<file path="src/rtl/spi_owner_ctrl.sv">
// -----------------------------------------------------------------------------
// spi_owner_ctrl
//
// Decides who owns the shared SPI slave port: the PLC CPU or the APB2SPI
// bridge. cpu_run steers the MISO mux / NSS decoder and only ever changes
// after the host bus has been quiet (nss high, sck stable) for IDLE_CYCLES
// consecutive clk cycles, so ownership never flips inside a host frame.
// Handing the bus from CPU to bridge first asks the CPU to stop at the end
// of its scan (cpu_halt_req / cpu_halted handshake).
//
// Parameters
//   IDLE_CYCLES     quiet cycles required on the host bus before a switch
//   TIMEOUT_CYCLES  maximum cycles spent in a transition state
//                   (effective only when SPI_OWN_TIMEOUT_EN is defined)
//
// Ports
//   clk           in   system clock
//   rst           in   synchronous reset, active-high
//   spi_sck       in   host SPI clock, asynchronous to clk
//   spi_nss_in    in   host SPI chip select, active-low, asynchronous
//   run_req       in   1-cycle pulse: give bus to CPU and start it
//   halt_req      in   1-cycle pulse: stop CPU, give bus to bridge
//   cpu_halted    in   CPU has stopped at a scan boundary (level)
//   cpu_run       out  1 = CPU owns SPI, 0 = bridge owns SPI
//   cpu_halt_req  out  request to CPU to stop at end of scan (level)
//   busy          out  ownership transition in progress
//   done          out  1-cycle pulse: request completed or no-op acknowledged
//   err           out  1-cycle pulse: request aborted by timeout
//
// Build option
//   SPI_OWN_TIMEOUT_EN  when defined, transition states abort after
//                       TIMEOUT_CYCLES cycles and pulse err; otherwise they
//                       wait indefinitely and err is tied low.
// -----------------------------------------------------------------------------
module spi_owner_ctrl #(
  parameter int IDLE_CYCLES    = 16,
  parameter int TIMEOUT_CYCLES = 65535
) (
  input  logic clk,
  input  logic rst,
  input  logic spi_sck,
  input  logic spi_nss_in,
  input  logic run_req,
  input  logic halt_req,
  input  logic cpu_halted,
  output logic cpu_run,
  output logic cpu_halt_req,
  output logic busy,
  output logic done,
  output logic err
);

  localparam int                IDLE_W   = $clog2(IDLE_CYCLES + 1);
  localparam logic [IDLE_W-1:0] IDLE_MAX = IDLE_W'(IDLE_CYCLES);

  if (IDLE_CYCLES < 1 || TIMEOUT_CYCLES < 2) begin : g_param_check
    $error("spi_owner_ctrl: IDLE_CYCLES must be >= 1 and TIMEOUT_CYCLES >= 2");
  end

  typedef enum logic [2:0] {
    ST_HALTED,
    ST_WAIT_RUN,
    ST_RUNNING,
    ST_STOPPING,
    ST_WAIT_HALT
  } state_e;

  // ---------------------------------------------------------------------------
  // Host bus synchronisers and idle detection
  // ---------------------------------------------------------------------------
  logic              sck_q1, sck_q2, sck_q3;
  logic              nss_q1, nss_q2;
  logic              sck_edge;
  logic [IDLE_W-1:0] idle_cnt_q, idle_cnt_d;
  logic              bus_idle;

  // sck_q2 is the synchronised clock; sck_q3 is only its one-cycle delay.
  assign sck_edge = sck_q2 ^ sck_q3;
  assign bus_idle = (idle_cnt_q == IDLE_MAX);

  always_comb begin
    idle_cnt_d = idle_cnt_q;
    if (!nss_q2 || sck_edge) begin
      idle_cnt_d = '0;
    end else if (idle_cnt_q != IDLE_MAX) begin
      idle_cnt_d = idle_cnt_q + 1'b1;
    end
  end

  // NOTE: state flops use non-blocking assignments so every register samples
  // its pre-edge value, independent of statement order.
  always_ff @(posedge clk) begin
    if (rst) begin
      // Preset to the bus-released levels so reset alone causes no false edge.
      sck_q1     <= 1'b0;
      sck_q2     <= 1'b0;
      sck_q3     <= 1'b0;
      nss_q1     <= 1'b1;
      nss_q2     <= 1'b1;
      idle_cnt_q <= '0;
    end else begin
      sck_q1     <= spi_sck;
      sck_q2     <= sck_q1;
      sck_q3     <= sck_q2;
      nss_q1     <= spi_nss_in;
      nss_q2     <= nss_q1;
      idle_cnt_q <= idle_cnt_d;
    end
  end

  // ---------------------------------------------------------------------------
  // Transition timeout
  // ---------------------------------------------------------------------------
  state_e state_q, state_d;

`ifdef SPI_OWN_TIMEOUT_EN
  localparam int                WAIT_W    = $clog2(TIMEOUT_CYCLES + 1);
  localparam logic [WAIT_W-1:0] WAIT_LAST = WAIT_W'(TIMEOUT_CYCLES - 1);

  logic [WAIT_W-1:0] wait_cnt_q, wait_cnt_d;
  logic              timeout;
  logic              err_q, err_d;

  // The counter reaches TIMEOUT_CYCLES on the same edge that aborts.
  assign timeout = (wait_cnt_q == WAIT_LAST);

  always_comb begin
    wait_cnt_d = '0;
    if (state_d == state_q &&
        state_q inside {ST_WAIT_RUN, ST_STOPPING, ST_WAIT_HALT}) begin
      wait_cnt_d = wait_cnt_q + 1'b1;
    end
  end

  always_ff @(posedge clk) begin
    if (rst) begin
      wait_cnt_q <= '0;
      err_q      <= 1'b0;
    end else begin
      wait_cnt_q <= wait_cnt_d;
      err_q      <= err_d;
    end
  end

  assign err = err_q;
`else
  assign err = 1'b0;
`endif

  // ---------------------------------------------------------------------------
  // Ownership FSM with registered outputs
  // ---------------------------------------------------------------------------
  logic cpu_run_q, cpu_run_d;
  logic halt_req_q, halt_req_d;
  logic busy_q, busy_d;
  logic done_q, done_d;

  // NOTE: every always_comb output gets a default first, so no path can
  // leave a signal unassigned and infer a latch.
  always_comb begin
    state_d    = state_q;
    cpu_run_d  = cpu_run_q;
    halt_req_d = halt_req_q;
    busy_d     = busy_q;
    done_d     = 1'b0;
`ifdef SPI_OWN_TIMEOUT_EN
    err_d      = 1'b0;
`endif
    case (state_q)
      ST_HALTED: begin
        cpu_run_d  = 1'b0;
        halt_req_d = 1'b0;
        // halt_req has priority: a simultaneous run_req is dropped.
        if (halt_req) begin
          done_d = 1'b1;
        end else if (run_req) begin
          state_d = ST_WAIT_RUN;
          busy_d  = 1'b1;
        end
      end
      ST_WAIT_RUN: begin
        if (bus_idle) begin
          state_d   = ST_RUNNING;
          cpu_run_d = 1'b1;
          busy_d    = 1'b0;
          done_d    = 1'b1;
        end
`ifdef SPI_OWN_TIMEOUT_EN
        else if (timeout) begin
          state_d = ST_HALTED;
          busy_d  = 1'b0;
          err_d   = 1'b1;
        end
`endif
      end
      ST_RUNNING: begin
        cpu_run_d = 1'b1;
        if (halt_req) begin
          state_d    = ST_STOPPING;
          halt_req_d = 1'b1;
          busy_d     = 1'b1;
        end else if (run_req) begin
          done_d = 1'b1;
        end
      end
      ST_STOPPING: begin
        if (cpu_halted) begin
          state_d = ST_WAIT_HALT;
        end
`ifdef SPI_OWN_TIMEOUT_EN
        else if (timeout) begin
          state_d    = ST_RUNNING;
          halt_req_d = 1'b0;
          busy_d     = 1'b0;
          err_d      = 1'b1;
        end
`endif
      end
      ST_WAIT_HALT: begin
        // cpu_halted is deliberately not re-checked here.
        if (bus_idle) begin
          state_d    = ST_HALTED;
          cpu_run_d  = 1'b0;
          halt_req_d = 1'b0;
          busy_d     = 1'b0;
          done_d     = 1'b1;
        end
`ifdef SPI_OWN_TIMEOUT_EN
        else if (timeout) begin
          state_d    = ST_RUNNING;
          halt_req_d = 1'b0;
          busy_d     = 1'b0;
          err_d      = 1'b1;
        end
`endif
      end
      default: begin
        state_d    = ST_HALTED;
        cpu_run_d  = 1'b0;
        halt_req_d = 1'b0;
        busy_d     = 1'b0;
      end
    endcase
  end

  always_ff @(posedge clk) begin
    if (rst) begin
      state_q    <= ST_HALTED;
      cpu_run_q  <= 1'b0;
      halt_req_q <= 1'b0;
      busy_q     <= 1'b0;
      done_q     <= 1'b0;
    end else begin
      state_q    <= state_d;
      cpu_run_q  <= cpu_run_d;
      halt_req_q <= halt_req_d;
      busy_q     <= busy_d;
      done_q     <= done_d;
    end
  end

  assign cpu_run      = cpu_run_q;
  assign cpu_halt_req = halt_req_q;
  assign busy         = busy_q;
  assign done         = done_q;

endmodule

</file>
<file path="config.mk">
export PLATFORM = sky130hd
export DESIGN_NAME = spi_owner_ctrl
export DESIGN_NICKNAME = d
export VERILOG_FILES = /design/src/rtl/spi_owner_ctrl.sv
export SDC_FILE = /design/constraint.sdc
export NUM_CORES = 1
export LEC_CHECK = 0
export BUFFER_PORTS_ARGS = -buffer_cell sky130_fd_sc_hd__buf_4
export CORE_MARGIN = 1
export CORE_UTILIZATION = 40
export CTS_CLUSTER_DIAMETER = 120
export DETAILED_ROUTE_END_ITERATION = 12
export MAX_ROUTING_LAYER = met4
export PLACE_DENSITY = 0.59
export SLEW_MARGIN = 20
export SYNTH_ARGS = -nofsm -noshare
export SYNTH_HDL_FRONTEND = slang
export SYNTH_SLANG_ARGS = --single-unit
</file>
<file path="constraint.sdc">
create_clock -name clk -period 2.3 [get_ports clk]
set_input_delay 0.115 -clock clk [delete_from_list [all_inputs] [get_ports clk]]
set_output_delay 0.115 -clock clk [all_outputs]
set_load 0.05 [all_outputs]
</file>
# ---- After elaboration in Yosys (flattened, before gate mapping)
# Index checks and enable logic that the tools add are counted.
dict set report word_totals {
  register_bits 17
  input_bits 7
  out_inout_bits 5
}
dict set report classes {
  n_addsub 1
  eq_ne 13
  muxes 20
  n_bitwise 3
  reduce_logical 10
}
# cell count
set ops {}
lappend ops {{3-bit two-way mux} 6}
lappend ops {{3-bit one-hot mux with 5 select lines} 1}
lappend ops {{2-bit != test (second input constant)} 6}
lappend ops {{1-bit two-way mux} 9}
lappend ops {{1-bit one-hot mux with 4 select lines} 2}
lappend ops {{3-bit by 2-bit equality test with 1-bit output (second input constant)} 2}
lappend ops {{1-bit one-hot mux with 3 select lines} 2}
lappend ops {{3-bit AND reduction} 2}
lappend ops {{6-bit AND reduction} 1}
lappend ops {{2-bit OR reduction} 3}
lappend ops {{5-bit by 1-bit adder with 5-bit output (second input constant)} 1}
lappend ops {{5-bit equality test (second input constant)} 1}
lappend ops {{5-bit != test (second input constant)} 1}
lappend ops {{5-bit AND reduction} 1}
lappend ops {{3-bit by 1-bit equality test with 1-bit output (second input constant)} 1}
lappend ops {{3-bit equality test (second input constant)} 1}
lappend ops {{3-bit logical NOT} 1}
lappend ops {{2-bit by 1-bit != test with 1-bit output (second input constant)} 1}
lappend ops {{1-bit NOT} 2}
lappend ops {{1-bit logical NOT} 1}
lappend ops {{1-bit logical OR} 1}
lappend ops {{1-bit XOR} 1}

# ---- Logic depth before layout (Yosys ltp)
# Gate-level depths: netlist of the first run.
dict set report logic_depth {
  depth_word 4
  mapped_depth 6
  mapped_depth_nobuf 5
}

# ---- Least setup slack after synthesis of the first run
# Ideal clock, no wire load.
dict set report synth_path {
  path_kind {register to register}
  startpoint {register idle_cnt_q[0]}
  endpoint {register cpu_run_q (netlist: cpu_run)}
  arrival_time_ps 1290
  slack_ps 939
  path_stages_with_launch 7
  path_buffers 1
  cell_sequence {dfxtp_1 -> inv_1 -> ha_1 -> nand4bb_1 -> buf_2 -> or4_1 -> a21oi_1}
}
dict set report synth_between {
  elab_chain_cells 3
  word_cells_on_any_way 4
  cone_classes {eq/ne: 3; reduce/logical: 1}
}
# element line_no
set synth_lines {}
lappend synth_lines {{from (decl)} 74} ;# logic [IDLE_W-1:0] idle_cnt_q, idle_cnt_d;
lappend synth_lines {{from (signal assigned)} 107} ;# idle_cnt_q <= idle_cnt_d;
lappend synth_lines {{5-bit equality test *} 79} ;# assign bus_idle = (idle_cnt_q == IDLE_MAX);
lappend synth_lines {{2-bit != test (no line)} -}
lappend synth_lines {{3-bit AND reduction (no line) *} -}
lappend synth_lines {{to (signal assigned)} 255} ;# cpu_run_q <= cpu_run_d;
lappend synth_lines {{to (decl)} 153} ;# logic cpu_run_q, cpu_run_d;
# Mark *: on every way between the ends. The rest lies on a longest branch, timed or not.
# A chain may end at the register's enable or synchronous reset.

# ---- Worst setup path after layout of the first run
# Same ends and word-level chain as after synthesis.

==> results.toml, run 1 <==
[pwr]
p_leak_uw = 0.000345
sequentialPowerShare_pct = 57.6
p_sw_share_pct = 26.7
ir_drop_mv = 0.441
power.density_nw_per_um2 = 618
power_frac_comb_pct = 13.1
p_sw_uw = 147
clkPwrFrac_pct = 29.3
p_int_uw = 404

[route]
dr_total_vias = 614
dr.pass1.iters = 4
via_per_inst = 4.99
wirelength_mm = 1.31
drtIter0Drc = 11
routedWlPerCell_um = 10.7
drc = 0
ant_nets = 0

[clock_network]
cts_setup_buffers = 0
hold_buffers = 1
worstSkewPairLatency_ns = 0.29
cts_buffers = 3
h-tree-depth = 1
cts_root_buffer = "clkbuf_4"
clkTransAtPathRegs_ns = 0.10
ctsResizeCount = 0
cts_tree = "done"
cts_sinks = 17
cts.path.max_buffers = 2

[die]
die_area_um2 = 2120
dieHeight_um = 46
core_um2 = 1760
die_w_um = 46
ios = 12
start_util_pct = 43.9
fp-row-count = 15

[sta]
slew_violations = 0
rsz0062_at_grt = "no"
finalHoldViolations = 0
fmax_ghz = 0.613
fin_worst_skew_ns = 0.00166
fin_crit_sh_pct = 71.0
setup_viol = 0
setup-tns-final_ns = 0
min_period_ns = 1.63

[worst_setup_path]
end_kind = "flop"
cp.arrival_ns = 1.86
cpLargestDelayFamily = "simple AND/OR/NAND/NOR gates"
start_kind = "flop"
crit_fanout = 10
required_ns = 2.53
cp_num_buf_inv = 1
crit_chain = "inv_1, ha_1, nand4bb_1, or4_1, a21oi_1"
critPathKind = "reg2reg"
cpPeakStageDelay_ns = 0.51
critPathSlowestCell = "or4_1"

[layout]
finalNonFillerCells = 123
drive_above_1_share_pct = 19.4
final_nets = 108
diodes = 0
area_growth_pct = 15.3

[grt]
grt_busiest_layer = "met2"
use_met2_pct = 23.1
grt_usage_pct = 16.5
met1_usage_pct = 21.1
met3_usage_pct = 7.14
grt_pass1_wl_mm = 2.37
grt_overflow = 0
antenna_found_initial = 0
grt_pass1_vias = 535
grt_max_degree = 15

[logic_synthesis]
synth_simple_gate_area_share_pct = 27.5
synth_edf_count = 0
synth_top_family_by_area = "simple AND/OR/NAND/NOR gates"
yosysSeqAreaShare_pct = 43.9
synth_xor_area_share_pct = 4.52
synthFlopType = "dfxtp_1"
ys_seq_elements = 17
synth.distinct_cells = 31
synth_top_area_share_pct = 43.9
synth_top_cell_by_area = "dfxtp_1"
synth_compound_area_share_pct = 12.1
synth_nets = 98
async_flop_share_pct = 0
postSynthAreaPerCell_um2 = 8.70
synth_warnings = 0
synth.cell_area_um2 = 774
postSynthCellCount = 89
synth-adder-area-share_pct = 3.23
muxShareOfSynthArea_pct = 2.75
synthTopCellsByArea = "dfxtp_1 44%, nor2b_1 5.7%, a21oi_1 4.5%"

[placement]
gp_congestion = 0.731
hpwl_um = 949
portBuffers = 10
place_inst = 118

[run]
maxCapViolCount = 0

[hold_path]
hold_class = "in2reg"

[run_status]
status = "finished clean"
metrics by stage:
stage                     hold WS [ns]  instance area [µm²]  power, µW  util [%]  worst slack (ns)
after floorplan                  0.219                  774        375         -             0.939
after global placement           0.301                  853        396      48.4             0.725
after detailed placement         0.304                  853        396      48.4             0.685
after CTS                       0.0218                  893        562      50.6             0.662
after global routing            0.0169                  893        584      50.6             0.497
final                           0.0354                  893        552      50.6             0.668
cells in the final DEF (no fill, tap or decap), types with 2 or more instances in the layout:
cell	netlist	final
nor2b_1	7	7
ha_1	2	2
nand3_1	3	3
nand4_1	2	2
buf_4	1	10
xor2_1	2	2
nand2b_1	2	2
o21ai_0	2	2
inv_1	4	4
xnor2_1	2	2
nand2_1	5	5
clkbuf_4	0	3
nor2_1	7	7
or2_2	3	3
dfxtp_1	17	17
nor3_1	4	4
a2bb2oi_1	2	2
a21oi_1	7	7
worst register-to-register path, cell delays in order (launching register included):
cell	delay (ns)
dfxtp_1	0.35
inv_1	0.08
ha_1	0.16
nand4bb_1	0.34
or4_1	0.51
a21oi_1	0.14
final cells by class:
cell class	count	area (µm²)
clock inverters	1	7.51
flip-flops and latches	17	340
fillers	193	871
clock buffers	3	22.5
multi-input cells	62	392
inverters	4	15.0
well taps	25	31.3
repair buffers	11	85.1
final timing paths:
check | slack, ns | endpoint | startpoint | cells after the start
setup / recovery | 0.67 | cpu_run$_SDFFE_PP0P_ | idle_cnt_q[0]$_SDFFE_PP0P_ | 5
hold reg to reg | 0.43 | nss_q2$_SDFF_PP1_ | nss_q1$_SDFF_PP1_ | 1
hold / removal | 0.04 | sck_q1$_SDFF_PP0_ | spi_sck | 2
setup reg to reg | 0.67 | cpu_run$_SDFFE_PP0P_ | idle_cnt_q[0]$_SDFFE_PP0P_ | 5
synth_stat cells (3+ instances only):
cell	n
inv_1	4
nand3_1	3
nand2_1	5
or2_2	3
nor2_1	7
nor3_1	4
clkbuf_1	4
nor2b_1	7
dfxtp_1	17
a21oi_1	7
state kept, by name, summed over array words and instances, names as in the netlist:
register      cells
sck_q1            1
cpu_run           1
state_q           3
sck_q2            1
nss_q1            1
busy              1
done              1
idle_cnt_q        5
cpu_halt_req      1
sck_q3            1
nss_q2            1
kinds of logic (layout without fill, tap and decap cells):
| group | Yosys count | count (layout) |
|---|---|---|
| and+or+nand+nor | 38 | 38 |
| DFF | 17 | 17 |
| AOI/OAI and AO/OA | 15 | 15 |
| buffers and inverters | 10 | 19 |
| xor gates and xnor gates | 4 | 4 |
| adders and majority gates | 2 | 2 |
| muxes | 2 | 2 |
| other | 1 | 1 |
power by group through the flow:
| stage | registers (µW) | logic (µW) | clock network [µW] |
|---|---|---|---|
| finish | 318 | 72.2 | 161 |
| global route | 321 | 80.9 | 182 |
| CTS | 318 | 72.6 | 172 |
| detailed placement | 325 | 70.9 | 0 |
| global placement | 325 | 70.8 | 0 |
| floorplan | 334 | 41.0 | 0 |
routing by layer:
| metal | wire length, µm | vias up | part of all wire, % |
|---|---|---|---|
| li1 | - | 322 | - |
| met2 | 603 | 14 | 46 |
| met5 | 0 | - | 0 |
| met4 | 15 | 0 | 1.1 |
| met1 | 628 | 276 | 48 |
| met3 | 63 | 2 | 4.8 |
No activity file was read; power rests on OpenSTA's default activity.
==> inputs of run 2 (changes only) <==
--- a/config.mk
+++ b/config.mk
@@ -11,7 +11,7 @@
 export CTS_CLUSTER_DIAMETER = 120
 export DETAILED_ROUTE_END_ITERATION = 12
 export MAX_ROUTING_LAYER = met4
-export PLACE_DENSITY = 0.59
+export PLACE_DENSITY = 0.61
 export SLEW_MARGIN = 20
 export SYNTH_ARGS = -nofsm -noshare
 export SYNTH_HDL_FRONTEND = slang
==> constraint.sdc (replaced) <==
create_clock -name clk -period 1.4 [get_ports clk]
set_input_delay 0.07 -clock clk [delete_from_list [all_inputs] [get_ports clk]]
set_output_delay 0.07 -clock clk [all_outputs]
set_load 0.05 [all_outputs]
==> results.toml, run 2 (synthesized netlist as in run 1, its figures left out) <==
[worst_setup_path]
cp.arrival_ns = 1.57
cpPeakStageDelay_ns = 0.44
end_kind = "flop"
critPathKind = "reg2reg"
crit_chain = "inv_1, ha_1, nand4bb_1, or4_4, a21oi_2"
critPathSlowestCell = "or4_4"
start_kind = "flop"
required_ns = 1.63
cp_num_buf_inv = 1
cpLargestDelayFamily = "simple AND/OR/NAND/NOR gates"
crit_fanout = 3

[pwr]
p_leak_uw = 0.000375
power.density_nw_per_um2 = 968
finalPower_uw = 917
ir_drop_mv = 0.649

[route]
wl_met1_um = 646
via_per_inst = 5.00
wl_met2_um = 712
dr_wl_met3_um = 36
routedWlPerCell_um = 11.0
drc = 0
ant_nets = 0
drtIter0Drc = 14
dr_total_vias = 640
wirelength_mm = 1.41
highest_layer = "met4"
dr.pass1.iters = 4

[clock_network]
cts_buffers = 3
cts_tree = "done"
worstSkewPairLatency_ns = 0.29
h-tree-depth = 1
cts.path.max_buffers = 2
clkTransAtPathRegs_ns = 0.10
cts_sinks = 17
cts_root_buffer = "clkbuf_4"

[die]
fp-row-count = 15
die_area_um2 = 2120
ios = 12
die_w_um = 46
start_util_pct = 43.9
dieHeight_um = 46
core_um2 = 1760

[run]
maxCapViolCount = 0

[sta]
fmax_ghz = 0.744
fin_worst_skew_ns = 0.00453
rsz0062_at_grt = "yes"
min_period_ns = 1.34
finalHoldViolations = 0
fin_crit_sh_pct = 96.0
setup-tns-final_ns = 0
slew_violations = 0
setup_viol = 0

[grt]
grt_usage_pct = 15.2
grt_max_degree = 14
grt_overflow = 0
grt_pass1_vias = 517
grt_pass1_wl_mm = 2.18
antenna_found_initial = 0

[layout]
diodes = 0
area_growth_pct = 22.3
reg_top3 = "idle_cnt_q: 5 flops, state_q: 3 flops"
final_nets = 113
fill_cells = 190
regMostFlops = "idle_cnt_q"
drive_above_1_share_pct = 27.2
largest_register_ffs = 5
layout_common_cells = "15 x dfxtp_1, 14 x buf_4, 7 x nor2b_1, 7 x nor2_1, 6 x a21oi_1"
mostFrequentLayoutCell = "dfxtp_1"

[placement]
portBuffers = 10
hpwl_um = 966
gp_congestion = 0.816

[hold_path]
hold_class = "in2reg"

[run_status]
status = "finished clean"
==> run 2: repair_timing <==
action / 4_1_cts / 5_1_grt
hold buffers: 2 / 0
buffers inserted: 0 / 1
endpoints found under the setup margin: 0 / 5
gates resized for setup: 0 / 5
hold endpoints to repair: 2 / 0
==> run 2: per-layer routing <==
layer | track usage, % | vias up
li1 | - | 330
met1 | 19.3 | 298
met2 | 20.8 | 10
met3 | 5.95 | 2
met4 | 7.06 | 0
met5 | - | -
==> run 2: layout make-up <==
class | count | area (µm²) | share of cell area, %
Multi-Input combinational cell | 62 | 405 | 42.8
Sequential cell | 17 | 343 | 36.2
Timing Repair Buffer | 16 | 125 | 13.2
Tap cell | 25 | 31.3 | 3.30
Clock buffer | 3 | 22.5 | 2.38
Inverter | 4 | 15.0 | 1.59
Clock inverter | 1 | 5.00 | 0.528
==> run 2: path summary, 6_finish.rpt <==
| check | start | to | slack, ns | cells past startpoint |
|---|---|---|---|---|
| min | rst | cpu_run$_SDFFE_PP0P_ | 0.02 | 2 |
| max reg2reg | idle_cnt_q[0]$_SDFFE_PP0P_ | cpu_run$_SDFFE_PP0P_ | 0.06 | 5 |
| min reg2reg | nss_q1$_SDFF_PP1_ | nss_q2$_SDFF_PP1_ | 0.43 | 1 |
| max | idle_cnt_q[0]$_SDFFE_PP0P_ | cpu_run$_SDFFE_PP0P_ | 0.06 | 5 |
==> run 2: through the flow <==
stage | hold slack (ns) | cell area, µm² | instances | utilization, % | setup WS [ns]
floorplan | 0.174 | 774 | 89 | - | 0.0395
global placement | 0.259 | 876 | 121 | 49.6 | 0.110
detailed placement | 0.263 | 876 | 121 | 49.6 | 0.0787
CTS | 0.0219 | 923 | 127 | 52.3 | 0.0423
global route | 0.0191 | 947 | 128 | 53.7 | -0.0363
finish | 0.0203 | 947 | 128 | 53.7 | 0.0567
==> run 2: report_power, final <==
part           total (µW)  switching (µW)  internal (µW)
Combinational         136            76.5           59.6
Sequential            521            15.5            505
Clock                 260             154            106
Total                 917             246            671
==> inputs of run 3 (changes only) <==
--- a/config.mk
+++ b/config.mk
@@ -10,8 +10,9 @@
 export CORE_UTILIZATION = 40
 export CTS_CLUSTER_DIAMETER = 120
 export DETAILED_ROUTE_END_ITERATION = 12
+export GPL_TIMING_DRIVEN = 0
 export MAX_ROUTING_LAYER = met4
-export PLACE_DENSITY = 0.61
+export PLACE_DENSITY = 0.59
 export SLEW_MARGIN = 20
 export SYNTH_ARGS = -nofsm -noshare
 export SYNTH_HDL_FRONTEND = slang
==> constraint.sdc (replaced) <==
create_clock -name clk -period 1.6 [get_ports clk]
set_input_delay 0.4 -clock clk [delete_from_list [all_inputs] [get_ports clk]]
set_output_delay 0.4 -clock clk [all_outputs]
set_load 0.05 [all_outputs]
==> results.toml, run 3 (synthesized netlist as in run 1, its figures left out) <==
[route]
via_per_inst = 5.01
highest_layer = "met4"
drtIter0Drc = 10
dr_total_vias = 641
dr_wl_met3_um = 43
drc = 0
dr.pass1.iters = 4
wl_met2_um = 636
wirelength_mm = 1.40
ant_nets = 0
routedWlPerCell_um = 11.0
wl_met1_um = 709

[pwr]
ir_drop_mv = 0.440
sequentialPowerShare_pct = 57.1
clkPwrFrac_pct = 29.0
p_leak_uw = 0.000359
p_sw_share_pct = 27.0
finalPower_uw = 796
p_sw_uw = 215
power_frac_comb_pct = 13.9
power.density_nw_per_um2 = 873
p_int_uw = 581

[placement]
hpwl_mm = 1.04
place_inst = 124
gp_congestion = 0.862
portBuffers = 10

[worst_setup_path]
cp.arrival_ns = 1.73
reg2reg_depth = 6
end_kind = "flop"
r2r-end = "cpu_run$_SDFFE_PP0P_"
critPathKind = "reg2reg"
crit_fanout = 10
start_kind = "flop"
rr_startpoint = "idle_cnt_q[0]$_SDFFE_PP0P_"
required_ns = 1.83
r2r_slack_ns = 0.10

[die]
dieHeight_um = 46
die_area_um2 = 2120
core_um2 = 1760
fp-row-count = 15
ios = 12
die_w_um = 46
start_util_pct = 43.9

[layout]
mostFrequentLayoutCell = "dfxtp_1"
diodes = 0
finalNonFillerCells = 128
area_growth_pct = 17.8
reg_top3 = "idle_cnt_q: 5 flops, state_q: 3 flops"
drive_above_1_share_pct = 21.4
regMostFlops = "idle_cnt_q"
fin_util_pct = 51.7
largest_register_ffs = 5
layout_common_cells = "16 x dfxtp_1, 12 x buf_4, 7 x nor2b_1, 7 x a21oi_1, 7 x nor2_1"
final_nets = 113

[hold_path]
min_to = "nss_q1$_SDFF_PP1_"
hold_class = "in2reg"
whs_path_depth = 2
holdCritStartpoint = "spi_nss_in"

[grt]
grt_usage_pct = 16.8
grt_overflow = 0
antenna_found_initial = 0
grt_max_degree = 11
grt_pass1_vias = 554
grt_pass1_wl_mm = 2.43

[sta]
fmax_ghz = 0.668
fin_worst_skew_ns = 0.0156
setup_viol = 0
setup-tns-final_ns = 0
rsz0062_at_grt = "no"
min_period_ns = 1.50
finalHoldViolations = 0
slew_violations = 0
fin_crit_sh_pct = 93.6

[clock_network]
cts.path.max_buffers = 2
cts_sinks = 17
clkTransAtPathRegs_ns = 0.11
cts_tree = "done"
cts_setup_buffers = 0
worstSkewPairLatency_ns = 0.29
cts_buffers = 3
cts_root_buffer = "clkbuf_4"
h-tree-depth = 1

[run]
maxCapViolCount = 0

[run_status]
status = "finished clean"
-- run 3: cell types whose count changed in the layout (fill, tap and decap cells not counted) --
| cell | change |
|---|---|
| buf_4 | -2 |
| dlygate4sd3_1 | -2 |
| a21oi_1 | +1 |
| o221ai_2 | -1 |
| or4_4 | -1 |
| or4_1 | +1 |
| o221ai_1 | +1 |
| dfxtp_2 | -1 |
| dfxtp_1 | +1 |
| clkbuf_1 | +4 |
| a21oi_2 | -1 |
-- run 3: final cells by class --
cell class,instances,area [µm²]
Buffer,6,30.0
Clock buffer,3,22.5
Clock inverter,1,5.00
Fill cell,193,852
Inverter,4,15.0
Multi-Input combinational cell,62,392
Sequential cell,17,342
Tap cell,25,31.3
Timing Repair Buffer,10,75.1
-- run 3: power groups by stage --
stage	logic (µW)	registers (µW)	clock network (µW)
floorplan	58.9	481	0
global placement	110	463	0
detailed placement	111	464	0
CTS	111	454	240
global route	124	458	266
finish	111	455	231
-- run 3: worst max-delay path by stage --
stage          slack (ns)              endpoint                       start
5_1_grt             0.004  cpu_run$_SDFFE_PP0P_  idle_cnt_q[1]$_SDFFE_PP0P_
4_1_cts              0.10  cpu_run$_SDFFE_PP0P_  idle_cnt_q[0]$_SDFFE_PP0P_
2_1_floorplan        0.24  cpu_run$_SDFFE_PP0P_  idle_cnt_q[0]$_SDFFE_PP0P_
3_3_place_gp         0.13  cpu_run$_SDFFE_PP0P_  idle_cnt_q[0]$_SDFFE_PP0P_
3_5_place_dp         0.11  cpu_run$_SDFFE_PP0P_  idle_cnt_q[0]$_SDFFE_PP0P_
6_report             0.10  cpu_run$_SDFFE_PP0P_  idle_cnt_q[0]$_SDFFE_PP0P_
-- run 3: worst max-delay path, stage by stage (launching register included) --
cell       delay, ns
dfxtp_2         0.35
inv_1           0.07
ha_1            0.16
nand4bb_1       0.12
buf_4           0.19
or4_1           0.40
a21oi_1         0.16
-- run 3: routing by layer --
layer	up-vias	GRT usage, %
met4	0	7.06
met2	9	23.7
li1	332	-
met1	298	22.4
met3	2	4.76
met5	-	-
-- run 3: through the flow --
step / area (µm²) / hold WS [ns] / setup WS (ns)
2_1_floorplan: 774 / 0.389 / 0.239
3_3_place_gp: 881 / 0.395 / 0.127
3_5_place_dp: 881 / 0.398 / 0.115
4_1_cts: 908 / 0.291 / 0.101
5_1_grt: 912 / 0.267 / 0.00411
6_report: 912 / 0.299 / 0.103
-- run 3: what timing repair did --
action	CTS	global route
endpoints found under the setup margin	0	1
hold buffers	0	0
resized for setup	0	3
